<file path="src/rtl/fc_stream_loader.sv">
// fc_stream_loader
// Front end for a combinational fully-connected layer. Serial WIDTH-bit
// activations arrive over valid/ready and are assembled into the registered
// IN-entry vector x. One cycle after the vector is complete, the layer result
// z_in is captured and presented on a valid/ready output.
//
// Optional feature macro: FC_LOADER_REQUANT_EN
//   When defined, the captured result is requantised to an activation:
//   min(z_in >> SHIFT, 2^WIDTH-1), zero-extended to OUT_W.
//   When undefined, z_in is captured unchanged.
module fc_stream_loader #(
  parameter int WIDTH = 8,
  parameter int IN    = 128,
  parameter int OUT_W = WIDTH*2+$clog2(IN),
  parameter int SHIFT = 7
) (
  input  logic             clk,
  input  logic             rst,
  input  logic             s_valid,
  output logic             s_ready,
  input  logic [WIDTH-1:0] s_data,
  input  logic             s_last,
  output logic [WIDTH-1:0] x [0:IN-1],
  input  logic [OUT_W-1:0] z_in,
  output logic             m_valid,
  input  logic             m_ready,
  output logic [OUT_W-1:0] m_data,
  output logic             err_len
);

  localparam int            CW      = $clog2(IN);
  localparam logic [CW-1:0] CNT_MAX = CW'(IN - 1);
  localparam logic [CW-1:0] CNT_ONE = CW'(1);
  localparam logic [CW-1:0] CNT_ZERO = CW'(0);

  typedef enum logic [1:0] {
    ST_FILL   = 2'd0,
    ST_SETTLE = 2'd1,
    ST_HOLD   = 2'd2
  } state_t;

  state_t           state_r;
  state_t           state_next_s;
  logic [CW-1:0]    cnt_r;
  logic [WIDTH-1:0] x_r [0:IN-1];
  logic             m_valid_r;
  logic [OUT_W-1:0] m_data_r;
  logic             err_len_r;

  logic             accept_s;
  logic             cnt_at_max_s;
  logic             frame_end_s;
  logic             len_bad_s;
  logic             release_s;
  logic [OUT_W-1:0] result_s;

`ifdef FC_LOADER_REQUANT_EN
  // Shift down and saturate to the largest WIDTH-bit activation; upper bits stay zero.
  function automatic logic [OUT_W-1:0] requant(input logic [OUT_W-1:0] z);
    logic [OUT_W-1:0] shifted;
    logic [OUT_W-1:0] sat_max;
    sat_max = OUT_W'({WIDTH{1'b1}});
    shifted = z >> SHIFT;
    if (shifted > sat_max) begin
      requant = sat_max;
    end else begin
      requant = shifted;
    end
  endfunction

  assign result_s = requant(z_in);
`else
  assign result_s = z_in;
`endif

  // Ready is a decode of the registered state, forced low while reset is held.
  assign s_ready      = (state_r == ST_FILL) && !rst;
  assign accept_s     = s_valid && s_ready;
  assign cnt_at_max_s = (cnt_r == CNT_MAX);
  // A frame closes on s_last or on the IN-th sample, whichever comes first.
  assign frame_end_s  = accept_s && (s_last || cnt_at_max_s);
  // Length is wrong when s_last and the IN-th position disagree.
  assign len_bad_s    = s_last ^ cnt_at_max_s;
  assign release_s    = (state_r == ST_HOLD) && m_valid_r && m_ready;

  assign x       = x_r;
  assign m_valid = m_valid_r;
  assign m_data  = m_data_r;
  assign err_len = err_len_r;

  // State register.
  always_ff @(posedge clk) begin
    if (rst) begin
      state_r <= ST_FILL;
    end else begin
      state_r <= state_next_s;
    end
  end

  // Next-state logic: FILL until frame end, one SETTLE cycle, HOLD until the result is taken.
  always_comb begin
    state_next_s = state_r;
    case (state_r)
      ST_FILL: begin
        if (frame_end_s) begin
          state_next_s = ST_SETTLE;
        end else begin
          state_next_s = ST_FILL;
        end
      end
      ST_SETTLE: begin
        state_next_s = ST_HOLD;
      end
      ST_HOLD: begin
        if (release_s) begin
          state_next_s = ST_FILL;
        end else begin
          state_next_s = ST_HOLD;
        end
      end
      default: begin
        state_next_s = ST_FILL;
      end
    endcase
  end

  // Write index: advances per accepted sample and rewinds at frame end.
  always_ff @(posedge clk) begin
    if (rst) begin
      cnt_r <= CNT_ZERO;
    end else if (frame_end_s) begin
      cnt_r <= CNT_ZERO;
    end else if (accept_s) begin
      cnt_r <= cnt_r + CNT_ONE;
    end else begin
      cnt_r <= cnt_r;
    end
  end

  // Activation vector: cleared after reset or result release so short frames are zero-padded.
  always_ff @(posedge clk) begin
    if (rst || release_s) begin
      for (int i = 0; i < IN; i++) begin
        x_r[i] <= {WIDTH{1'b0}};
      end
    end else if (accept_s) begin
      x_r[cnt_r] <= s_data;
    end else begin
      x_r <= x_r;
    end
  end

  // Result capture at the end of SETTLE; valid drops on the output handshake.
  always_ff @(posedge clk) begin
    if (rst) begin
      m_valid_r <= 1'b0;
      m_data_r  <= {OUT_W{1'b0}};
    end else if (state_r == ST_SETTLE) begin
      m_valid_r <= 1'b1;
      m_data_r  <= result_s;
    end else if (release_s) begin
      m_valid_r <= 1'b0;
      m_data_r  <= m_data_r;
    end else begin
      m_valid_r <= m_valid_r;
      m_data_r  <= m_data_r;
    end
  end

  // Length-error flag: raised at the closing edge of a bad frame, so it is high only in SETTLE.
  always_ff @(posedge clk) begin
    if (rst) begin
      err_len_r <= 1'b0;
    end else begin
      err_len_r <= frame_end_s && len_bad_s;
    end
  end

endmodule

</file>
<file path="config.mk">
export PLATFORM = sky130hd
export DESIGN_NAME = fc_stream_loader
export DESIGN_NICKNAME = d
export VERILOG_FILES = /design/src/rtl/fc_stream_loader.sv
export SDC_FILE = /design/constraint.sdc
export NUM_CORES = 2
export LEC_CHECK = 0
export CAP_MARGIN = 20
export CORE_AREA = 2 2 428 430
export CTS_CLUSTER_DIAMETER = 100
export DETAILED_ROUTE_END_ITERATION = 7
export DIE_AREA = 0 0 430 432
export GPL_ROUTABILITY_DRIVEN = 0
export SKIP_CTS_REPAIR_TIMING = 1
export SYNTH_ARGS = -nofsm -noshare
export SYNTH_HDL_FRONTEND = slang
export SYNTH_SLANG_ARGS = --single-unit
</file>
<file path="constraint.sdc">
create_clock -name clk -period 2.5 [get_ports clk]
set_input_delay 0.5 -clock clk [delete_from_list [all_inputs] [get_ports clk]]
set_output_delay 0.5 -clock clk [all_outputs]
set_load 0.01 [all_outputs]
</file>
==> results.md <==
- Final Skew: 47.7 ps
- Critical path origin: x[708]
- Pwr/cell area: 608 nW/um2
- HP Class: in -> reg
- Bufs on Longest Clock Path: 3
- Filler cell count: 18,200
- Storage cell area: 21,200 um2
- Commonest cells post-synth: nand3_1 (1,086), dfxtp_1 (1,058), mux2i_1 (1,008)
- Die ar.: 186,000 um2
- Peak Freq: 417 MHz
- # IOs: 1,086
- Fin Hold WS: 293 ps
- CP delay by family, top: buffers and inverters
- Post-synth EDFFs: 0
- Max Cap Viol: 0
- Type of origin of the critical path: flop
- Die Ht: 432 um
- Largest net degree at the start of global routing: 113
- Dpl cells: 7,242
- Overall Power: 37.2 mW
- Detailed Place HPWL: 134 mm
- Worst endpoint data arrival time: 1900 ps
- Ys Warns: 0
- Final setup viols: 0
- Period utilisation layout: 0.960
- Root buffer cell: clkbuf_16
- Port bufs: 1,085
- Reg2reg start: cnt_r[5]
- Mapped Cells: 3,807
- Max-slew headroom: 0.504
- Main area contributors after synthesis: dfxtp_1 (53%), mux2i_1 (25%), nand3_1 (14%)
- Share of cells above drive strength 1: 0.131
- Top-count cell post-synth: nand3_1
- RSZ-0062 raised after global routing: false
- Area share of the largest cell type after synthesis: 0.529
- CTS buffer count: 116
- Worst Path Buf+Inv: 1
- Synthesized area: 40,100 um2
- Required @ worst endpoint: 2000 ps
- Initial Utilization: 0.221
- Final Hold Vio Count: 0
- Yosys cell types: 44
- Final Max Tran Viols: 0
- Final nets: 5,013
- Die W: 430 um
- CTS tree: built
- Post-DRT Antenna Nets: 0
- Area of the multi-input gates: 17,500 um2
- Pre-CTS setup slack: -403 ps
- Syn_nets: 3,845
- Critical path class: reg -> out
- CP endpoint kind: primary output
- Yosys reg bits: 1,058
- Ys flop type: dfxtp_1
- Async set-reset flop share out of synthesis: 0
- Vias/cell: 4.71
- Area Growth Syn to Fin: 52.8%
- Status: completed
- Post-synthesis sequential area ratio: 0.529
- First-pass GRT wire length: 261 mm
- Wire per inst: 25.2 um
- Final WS setup: 99.4 ps
- DRT Pass-1 Iters: 6
- Crit path time final: 2400 ps
- Core ar.: 182,000 um2
- Post-Layout Cell Count: 7,464
- Post-layout util: 0.337
- DRC violations left: 0
- Initial antenna violation count: 19
- Synthesized area per cell: 10.5 um2
- Total GRT Usage: 0.194
- Final wirelength: 188 mm
- Global route overflow: 0
- Clk pin slew, worst setup/hold paths: 60 ps
- Max IR drop VDD: 590 uV
- Hold_sp: z_in[11]
- Clock Latency Late Sink: 770 ps
- Slew @ Worst Pin: 745 ps
- Slowest cell delay on critical path: 830 ps
- Vias in the first global route: 34,700
- CP max FO: 2
- CP max stage cell: clkdlybuf4s50_1
- Num Clock Sinks: 1,058
- Row cnt: 157
- Top cell type by total area after synthesis: dfxtp_1
- Initial DRC Count: 2,179
- Pleak: 28.1 nW
- Htree depth: 3
- Vias after detailed routing: 35,100
- Crit path cell chain: clkdlybuf4s50_1
==> through the flow <==
step | area (um2) | TNS (ps)
global placement | 57000 | -74260
CTS | 61200 | -1030
finish | 61200 | 0
global route | 61200 | 0
floorplan | 40100 | 0
detailed placement | 57000 | -114550
==> logic make-up after synthesis <==
family | after synthesis | synth area share
xor gates and xnor gates | 1 | 0.000219
adders and majority gates | 2 | 0.000624
AOI/OAI and AO/OA | 69 | 0.00990
buffers and inverters | 415 | 0.0407
DFF | 1058 | 0.529
and+or+nand+nor | 1254 | 0.168
muxes | 1008 | 0.252
==> where the power goes <==
group	switching [mW]	leakage (nW)	internal [mW]
registers	0.0252	8.52	16.9
clock network	7.57	2.03	11.0
logic	1.18	17.5	0.500
==> flip-flops by register name, indices dropped and copies added, names as in the netlist <==
name and cells:
m_data 23, err_len 1, x 1024, state_r 2, m_valid 1, cnt_r 7
==> area by class of cell <==
cell class                 count  share of cell area
inverter                      13             0.00133
sequential                  1058               0.346
clock inverter                53              0.0133
antenna                        8            0.000327
timing repair buffer        1452               0.250
multi-input combinational   2334               0.286
tap                         2385              0.0487
clock buffer                 161              0.0546
==> per-layer routing <==
layer	track usage	up-vias	part of all wire
met5	0	-	0.00033
met4	0.0896	12	0.049
met3	0.0425	374	0.055
met2	0.333	1172	0.49
met1	0.229	17600	0.41
li1	-	16000	-
==> final timing paths <==
| check | end | slack (ps) | cells past startpoint |
|---|---|---|---|
| setup / recovery | x[708] | 100 | 1 |
| hold / removal | m_data[11] | 290 | 3 |
| setup reg to reg | cnt_r[0] | 250 | 7 |
| hold reg to reg | m_data[5] | 460 | 2 |
==> placed cells by master (no fill, tap or decap), types with 8 or more instances in the layout <==
| master | netlist | layout |
|---|---|---|
| buf_12 | 0 | 134 |
| nand4_1 | 16 | 16 |
| dfxtp_1 | 1058 | 1054 |
| clkbuf_8 | 0 | 27 |
| o31ai_1 | 18 | 18 |
| nand3_4 | 8 | 16 |
| nand3_1 | 1086 | 1078 |
| clkdlybuf4s50_1 | 0 | 1080 |
| buf_4 | 7 | 234 |
| clkbuf_16 | 0 | 116 |
| mux2i_1 | 1008 | 1008 |
| clkbuf_1 | 347 | 18 |
| nand3_2 | 50 | 50 |
| nand2_1 | 52 | 52 |
| bufinv_16 | 0 | 16 |
| diode_2 | 0 | 8 |
| a21oi_1 | 45 | 45 |
| clkinv_2 | 0 | 18 |
No activity file was read; power rests on OpenSTA's default activity.
